==> src/rtl/demux_pkg.sv <==
// Shared constants and types for the 1-to-8 serial demultiplexer.
package demux_pkg;

  localparam int unsigned DEMUX_WIDTH = 8;
  localparam int unsigned DEMUX_SEL_W = 3;

  typedef logic [DEMUX_SEL_W-1:0] demux_sel_t;

endpackage

==> src/rtl/demux8_lane_ctr.sv <==
// Lane select / phase counter for demux8_deser: wraps after the last phase, flushes on clr.
// With DEMUX8_PARITY_EN the top passes LAST=WIDTH so one extra parity phase exists.
module demux8_lane_ctr
  import demux_pkg::*;
#(
  parameter int unsigned WIDTH = DEMUX_WIDTH,
  parameter int unsigned SEL_W = $clog2(WIDTH),
  parameter int unsigned LAST  = WIDTH - 1
) (
  input  logic             i_clk,
  input  logic             i_rst_n,
  input  logic             i_clr,
  input  logic             i_take,
  output logic [SEL_W-1:0] o_s,
  output logic             o_par_ph,
  output logic             o_last,
  output logic             o_done
);

  localparam logic [SEL_W:0]   LastPh = (SEL_W + 1)'(LAST);
  localparam logic [SEL_W-1:0] SelMax = SEL_W'(WIDTH - 1);
  localparam logic [SEL_W:0]   PhOne  = (SEL_W + 1)'(1);

  logic [SEL_W:0] r_phase;
  logic [SEL_W:0] w_phase_d;

  assign o_last   = (r_phase == LastPh);
  assign o_done   = i_take & o_last;
  // Phase WIDTH (MSB set) only exists in the parity build; s saturates there.
  assign o_par_ph = r_phase[SEL_W];
  assign o_s      = r_phase[SEL_W] ? SelMax : r_phase[SEL_W-1:0];

  always_comb begin
    w_phase_d = r_phase;
    if (i_clr) begin
      w_phase_d = '0;
    end else if (i_take) begin
      w_phase_d = o_last ? '0 : r_phase + PhOne;
    end
  end

  always_ff @(posedge i_clk) begin
    if (!i_rst_n) begin
      r_phase <= '0;
    end else begin
      r_phase <= w_phase_d;
    end
  end

endmodule

==> src/rtl/demux8_deser.sv <==
// Serial-to-parallel 1-to-8 demultiplexer with valid/ready on both sides.
// Optional DEMUX8_PARITY_EN adds a trailing parity bit per word and the y_perr output.
module demux8_deser
  import demux_pkg::*;
#(
  parameter int unsigned WIDTH = DEMUX_WIDTH,
  parameter int unsigned SEL_W = $clog2(WIDTH)
) (
  input  logic             clk,
  input  logic             rst_n,
  input  logic             din,
  input  logic             din_valid,
  output logic             din_ready,
  input  logic             clr,
  output logic [SEL_W-1:0] s,
  output logic [WIDTH-1:0] y,
  input  logic             y_ready,
`ifdef DEMUX8_PARITY_EN
  output logic             y_perr,
`endif
  output logic             y_valid
);

`ifdef DEMUX8_PARITY_EN
  localparam int unsigned LastPhase = WIDTH;
`else
  localparam int unsigned LastPhase = WIDTH - 1;
`endif

  logic             w_take;
  logic             w_done;
  logic             w_last;
  logic             w_par_ph;
  logic [SEL_W-1:0] w_s;

  logic [WIDTH-1:0] r_asm;
  logic [WIDTH-1:0] w_asm_d;
  logic [WIDTH-1:0] r_y;
  logic [WIDTH-1:0] w_y_d;
  logic             r_y_valid;
  logic             w_y_valid_d;
  logic             r_y_perr;
  logic             w_y_perr_d;

  // Stall only the completing bit; earlier bits of the next word may queue up in r_asm.
  assign din_ready = !(w_last && r_y_valid && !y_ready);
  assign w_take    = din_valid & din_ready & ~clr;

  demux8_lane_ctr #(
    .WIDTH (WIDTH),
    .SEL_W (SEL_W),
    .LAST  (LastPhase)
  ) u_lane_ctr (
    .i_clk    (clk),
    .i_rst_n  (rst_n),
    .i_clr    (clr),
    .i_take   (w_take),
    .o_s      (w_s),
    .o_par_ph (w_par_ph),
    .o_last   (w_last),
    .o_done   (w_done)
  );

  always_comb begin
    w_asm_d     = r_asm;
    w_y_d       = r_y;
    w_y_valid_d = r_y_valid;
    w_y_perr_d  = r_y_perr;

    if (clr) begin
      w_asm_d = '0;
    end else if (w_take && !w_par_ph) begin
      w_asm_d[w_s] = din;
    end

    if (r_y_valid && y_ready) begin
      w_y_valid_d = 1'b0;
    end

    if (w_done) begin
      w_y_valid_d = 1'b1;
`ifdef DEMUX8_PARITY_EN
      w_y_d      = r_asm;
      w_y_perr_d = ^{r_asm, din};
`else
      w_y_d      = {din, r_asm[WIDTH-2:0]};
      w_y_perr_d = 1'b0;
`endif
    end
  end

  always_ff @(posedge clk) begin
    if (!rst_n) begin
      r_asm     <= '0;
      r_y       <= '0;
      r_y_valid <= 1'b0;
      r_y_perr  <= 1'b0;
    end else begin
      r_asm     <= w_asm_d;
      r_y       <= w_y_d;
      r_y_valid <= w_y_valid_d;
      r_y_perr  <= w_y_perr_d;
    end
  end

  assign s       = w_s;
  assign y       = r_y;
  assign y_valid = r_y_valid;
`ifdef DEMUX8_PARITY_EN
  assign y_perr  = r_y_perr;
`else
  logic w_unused_perr;
  assign w_unused_perr = r_y_perr;
`endif

endmodule

==> config.mk <==
export PLATFORM = sky130hd
export DESIGN_NAME = demux8_deser
export DESIGN_NICKNAME = d
export VERILOG_FILES = /design/src/rtl/demux_pkg.sv /design/src/rtl/demux8_lane_ctr.sv /design/src/rtl/demux8_deser.sv
export SDC_FILE = /design/constraint.sdc
export NUM_CORES = 1
export LEC_CHECK = 0
export CAP_MARGIN = 10
export CORE_UTILIZATION = 46
export DETAILED_ROUTE_END_ITERATION = 10
export GPL_TIMING_DRIVEN = 0
export PLACE_DENSITY_LB_ADDON = 0.25
export SYNTH_ARGS = -nofsm -noshare
export SYNTH_HDL_FRONTEND = slang
export SYNTH_HIERARCHICAL = 1
export SYNTH_SLANG_ARGS = --single-unit
==> constraint.sdc <==
create_clock -name clk -period 2.7 [get_ports clk]
set_input_delay 0.675 -clock clk [delete_from_list [all_inputs] [get_ports clk]]
set_output_delay 0.675 -clock clk [all_outputs]
set_load 0.03 [all_outputs]
### Word level (Yosys, flattened, before mapping)

Cells that the tools add are included.

| cells by class | value |
|---|---|
| add/subtract/negate cells | 1 |
| $lt $le $gt $ge | 2 |
| equality and inequality tests | 1 |
| muxes and demuxes | 7 |
| bitwise gates (word level) | 5 |
| reduce and logical (&&, ||, !) cells | 10 |

Operator list:

| kind | number |
|---|---|
| bitwise mux 8 bit | 1 |
| logical AND 1 bit | 5 |
| adder 4 x 1 -> 4 bit (second input constant) | 1 |
| == test 4 x 3 -> 1 bit (second input constant) | 1 |
| < comparator 3 x 4 -> 1 bit (second input constant) | 1 |
| 2-to-1 mux 4 bit | 1 |
| bitwise AND 1 bit | 3 |
| demux 1 bit (select 3 bit) | 1 |
| greater-or-equal comparator 3 x 1 -> 1 bit (second input constant) | 1 |
| logical NOT 1 bit | 3 |
| 2-to-1 mux 1 bit | 3 |
| 2-to-1 mux 3 bit | 1 |
| NOT 1 bit | 2 |
| nonzero test 2 bit | 1 |
| OR reduction 2 bit | 1 |

| storage, ports and cells | value |
|---|---|
| bits in registers | 21 |
| output and inout bits | 13 |

### Depth between registers and ports, before layout

| logic depth | value |
|---|---|
| depth in word-level cells | 8 |
| depth in mapped cells | 9 |
| mapped depth without buffers | 8 |

### Modules after synthesis

Netlist, hierarchy kept.

Modules (own cells, without submodules):

| module | times used | cells an instance | area each (um^2) |
|---|---|---|---|
| demux8_deser | 1 | 66 | 694.4 |
| demux8_lane_ctr | 1 | 23 | 207.7 |

### Least setup slack after synthesis

No wires, ideal clock.

| timing | value |
|---|---|
| path type | reg2reg |
| start point | reg u_lane_ctr.r_phase[0] |
| end point | reg r_y[0], in the netlist y[0] |
| setup time | 0.116 ns |
| arrival | 2.007 ns |
| slack | 0.576 ns |
| cell stages (with the launch flop) | 10 |
| buffers on the path | 1 |
| period minus slack after synthesis | 2.124 ns |
| cells stage by stage | dfxtp_1 ha_1 and3_2 nand3b_2 and3b_2 nand2_1 nor3b_1 buf_2 mux2i_1 nor2b_1 |

| on the way | value |
|---|---|
| longest elaborated chain between the ends | 7 |

Ends and longest elaborated chain:

| what | RTL line | text |
|---|---|---|
| from (decl) | demux8_lane_ctr.sv:24 | `logic [SEL_W:0] r_phase;` |
| from (signal assigned) | demux8_lane_ctr.sv:46 | `r_phase <= w_phase_d;` |
| == test 4 x 3 -> 1 bit | demux8_lane_ctr.sv:27 | `assign o_last = (r_phase == LastPh);` |
| named net w_last | demux8_deser.sv:32 | `logic w_last;` |
| logical AND 1 bit (2 in a row) | demux8_deser.sv:46 | `assign din_ready = !(w_last && r_y_valid && !y_ready);` |
| logical NOT 1 bit | demux8_deser.sv:46 |  |
| named net din_ready | demux8_deser.sv:13 | `output logic din_ready,` |
| bitwise AND 1 bit (2 in a row) | demux8_deser.sv:47 | `assign w_take = din_valid & din_ready & ~clr;` |
| named net w_take | demux8_deser.sv:30 | `logic w_take;` |
| bitwise AND 1 bit | demux8_lane_ctr.sv:28 | `assign o_done = i_take & o_last;` |
| named net w_done | demux8_deser.sv:31 | `logic w_done;` |
| to (signal assigned) | demux8_deser.sv:100 | `r_y <= w_y_d;` |
| to (decl) | demux8_deser.sv:38 | `logic [WIDTH-1:0] r_y;` |

The timed path passes the listed nets, and every way through them passes these cells.
A chain may end at the register's enable or synchronous reset.

### Final worst setup path

| timing | value |
|---|---|
| start point | in y_ready |
| end point | out din_ready |

| on the way | value |
|---|---|
| longest elaborated chain between the ends | 3 |

Ends and longest elaborated chain:

| what | RTL line | text |
|---|---|---|
| from (decl) | demux8_deser.sv:17 | `input logic y_ready,` |
| logical NOT 1 bit | demux8_deser.sv:46 |  |
| logical AND 1 bit | demux8_deser.sv:46 |  |
| logical NOT 1 bit | demux8_deser.sv:46 |  |
| to (decl) | demux8_deser.sv:13 |  |

Every way passes these cells.

==> impl_metrics.tcl <==
set metrics [dict create \
    cts_htree_levels 1 \
    path_cells "clkdlybuf4s50_1, nand3b_2, dlygate4sd2_1" \
    hold_violations 0 \
    synth_cell_types 24 \
    routabilityCongestion 0.756 \
    wl_met3_um 88 \
    clock-sinks 20 \
    power_mw 0.496 \
    cp_slowest_cell "clkdlybuf4s50_1" \
    numCtsBuffers 3 \
    hold_path.class "reg -> reg" \
    core_area_um2 1780 \
    ys_seq_area_share_pct 44.4 \
    insertion_delay_ns 0.29 \
    multi_input_area_um2 488 \
    async_flop_share_pct 0 \
    p_leak_nw 0.455 \
    hold_end "r_asm[1]" \
    grt_pass1_vias 632 \
    yosys.area.top_type "dfxtp_1" \
    avgSynthCellArea_um2 10.1 \
    vdd_drop_max_uv 440 \
    worst_pin_slew_ns 0.331 \
    instances_no_fill 136 \
    dp.cells 132 \
    synthCells 89 \
    overflow 0 \
    grt_use_total_pct 17.9 \
    crit_required_ns 2.03 \
    cts_tree "done" \
    grt_max_degree 12 \
    synth_seq_cells 20 \
    hp-start "r_asm[1]" \
    dr_wl_met2_um 787 \
    reg2reg_from "u_lane_ctr/r_phase[0]" \
    maxSlewHeadroom_pct 77.9 \
    num_rows 15 \
    dr.max_layer_used "met4" \
    root_buffer "clkbuf_4" \
    grt_first_pass_wirelength_um 2680 \
    syn_area_um2 902 \
    antenna_found_initial 0 \
    final_cell_mix "dfxtp_1 (20), clkdlybuf4s50_1 (17), mux2i_1 (16), nor2b_1 (11), nand2_1 (8)" \
    dpl.hpwl_um 1170 \
    clock_path_buffers 2 \
    wl_per_cell_um 11.9 \
    post_cts_resized 1 \
    netlist.area_leader.share_pct 44.4 \
    hold_ws_ns 0.469 \
    vias 706 \
    power_density_nw_per_um2 432 \
    seq_area_um2 400 \
    synth_flop_cell "dfxtp_1" \
    ant_nets 0 \
    io_pins 19 \
    ff2ff_path_depth 9 \
    cts_hold_buf 0 \
    r2r-end "y[6]" \
    critPathMaxFanout 9 \
    first_iter_violations 19 \
    final_common_cell "dfxtp_1" \
    max_cap_viol_count 0 \
    skew_ns 0.00696 \
    final_core_util_pct 64.4 \
    min_path_cells 2 \
    fp.dieH_um 46.3 \
    rsz0062_at_grt "no" \
    post-cts-setup-buffers 0 \
    drive_gt1_share_pct 13.5 \
    die_w_um 46.3 \
    viasPerCell 5.19 \
    area_growth_syn_to_layout_pct 27.3 \
    fin_nets 119 \
    clk_pin_slew_worst_paths_ns 0.11 \
    routed_wl_um 1610 \
    n_antenna_cell 0 \
    dr.pass1.iters 4 \
    status "finished clean" \
    drc_errors 0 \
    period_minus_slack_ns 2.48 \
    min_period_over_period_pct 91.9 \
    yosysWarnings 6 \
    fmax_mhz 403 \
    cp-start-kind "input port" \
    initial_utilization_pct 50.6 \
    drv_slew 0 \
    fillers 159 \
    wl_met1_um 724 \
    setup.worst_path.class "in -> out" \
    end_kind "output port" \
    synth_nets 96 \
    io_buffers 18 \
    synth_edf_count 0 \
    cpPeakStageDelay_ns 0.41 \
    cp.arrival_ns 1.81 \
    dieArea_um2 2140 \
    reg2reg_slack_ns 0.45 \
    setup_viol 0 \
    synth_area_leaders "dfxtp_1 (44%), mux2i_1 (18%), nor2b_1 (7.6%)" \
]
sequential cells by signal, indices dropped and copies added, names as in the netlist:
name	flops
y	8
r_asm	7
u_lane_ctr/r_phase	4
y_valid	1
layer usage:
metal | up-vias | GRT usage, %
met5 | - | 0
met4 | 0 | 5.29
met1 | 332 | 20.0
li1 | 351 | -
met3 | 2 | 5.88
met2 | 21 | 31.8
through the flow:
| step | instance area (um2) | setup WS (ns) | TNS [ns] |
|---|---|---|---|
| after floorplan | 902 | 0.576 | 0 |
| after global placement | 1110 | -0.0227 | -0.0227 |
| after detailed placement | 1110 | -0.0281 | -0.0281 |
| after CTS | 1150 | 0.217 | 0 |
| after global routing | 1150 | 0.165 | 0 |
| final | 1150 | 0.219 | 0 |
logic make-up (layout without fill, tap and decap cells):
kind of cell	after synthesis	in the layout	synth area share, %
AO/OA/AOI/OAI	2	2	1.94
XOR/XNOR	3	3	2.91
adder cells (fa/ha/maj)	1	1	1.39
buffers and inverters	3	25	1.53
flip-flops	20	20	44.4
multiplexers	16	16	17.8
AND/OR/NAND/NOR	44	44	30.1
cells in the mapped netlist (2+ instances only):
master   number
xnor2_1       2
nand4_1       2
nor2_1        5
mux2i_1      16
nand3_1       6
buf_2         2
nand2_1       8
dfxtp_1      20
nor2b_1      11
or2_2         3
worst max path at each step:
| stage | start | end | slack (ns) | cells past startpoint |
|---|---|---|---|---|
| after floorplan | u_lane_ctr/r_phase[0] | y[0] | 0.58 | 9 |
| after global placement | y_ready | din_ready | -0.02 | 3 |
| after detailed placement | y_ready | din_ready | -0.03 | 3 |
| after CTS | y_ready | din_ready | 0.22 | 3 |
| after global routing | y_ready | din_ready | 0.16 | 3 |
| final | y_ready | din_ready | 0.22 | 3 |
final cells by class:
class	instances	area share (%)
flip-flops and latches	20	34.9
inverters	1	0.327
multi-input cells	66	42.5
plain buffers	2	0.871
clock buffers	4	3.16
repair buffers	18	15.6
well taps	25	2.72
power by group:
group	switching (mW)	internal, mW
clock	0.0843	0.0822
sequential	0.000973	0.296
combinational	0.0152	0.0175
worst max-delay path, delay by kind of cell:
family        cells  cell delay, ns
buf+inv           2            0.82
simple gates      1            0.31
Power figures use the tool's default switching activity.
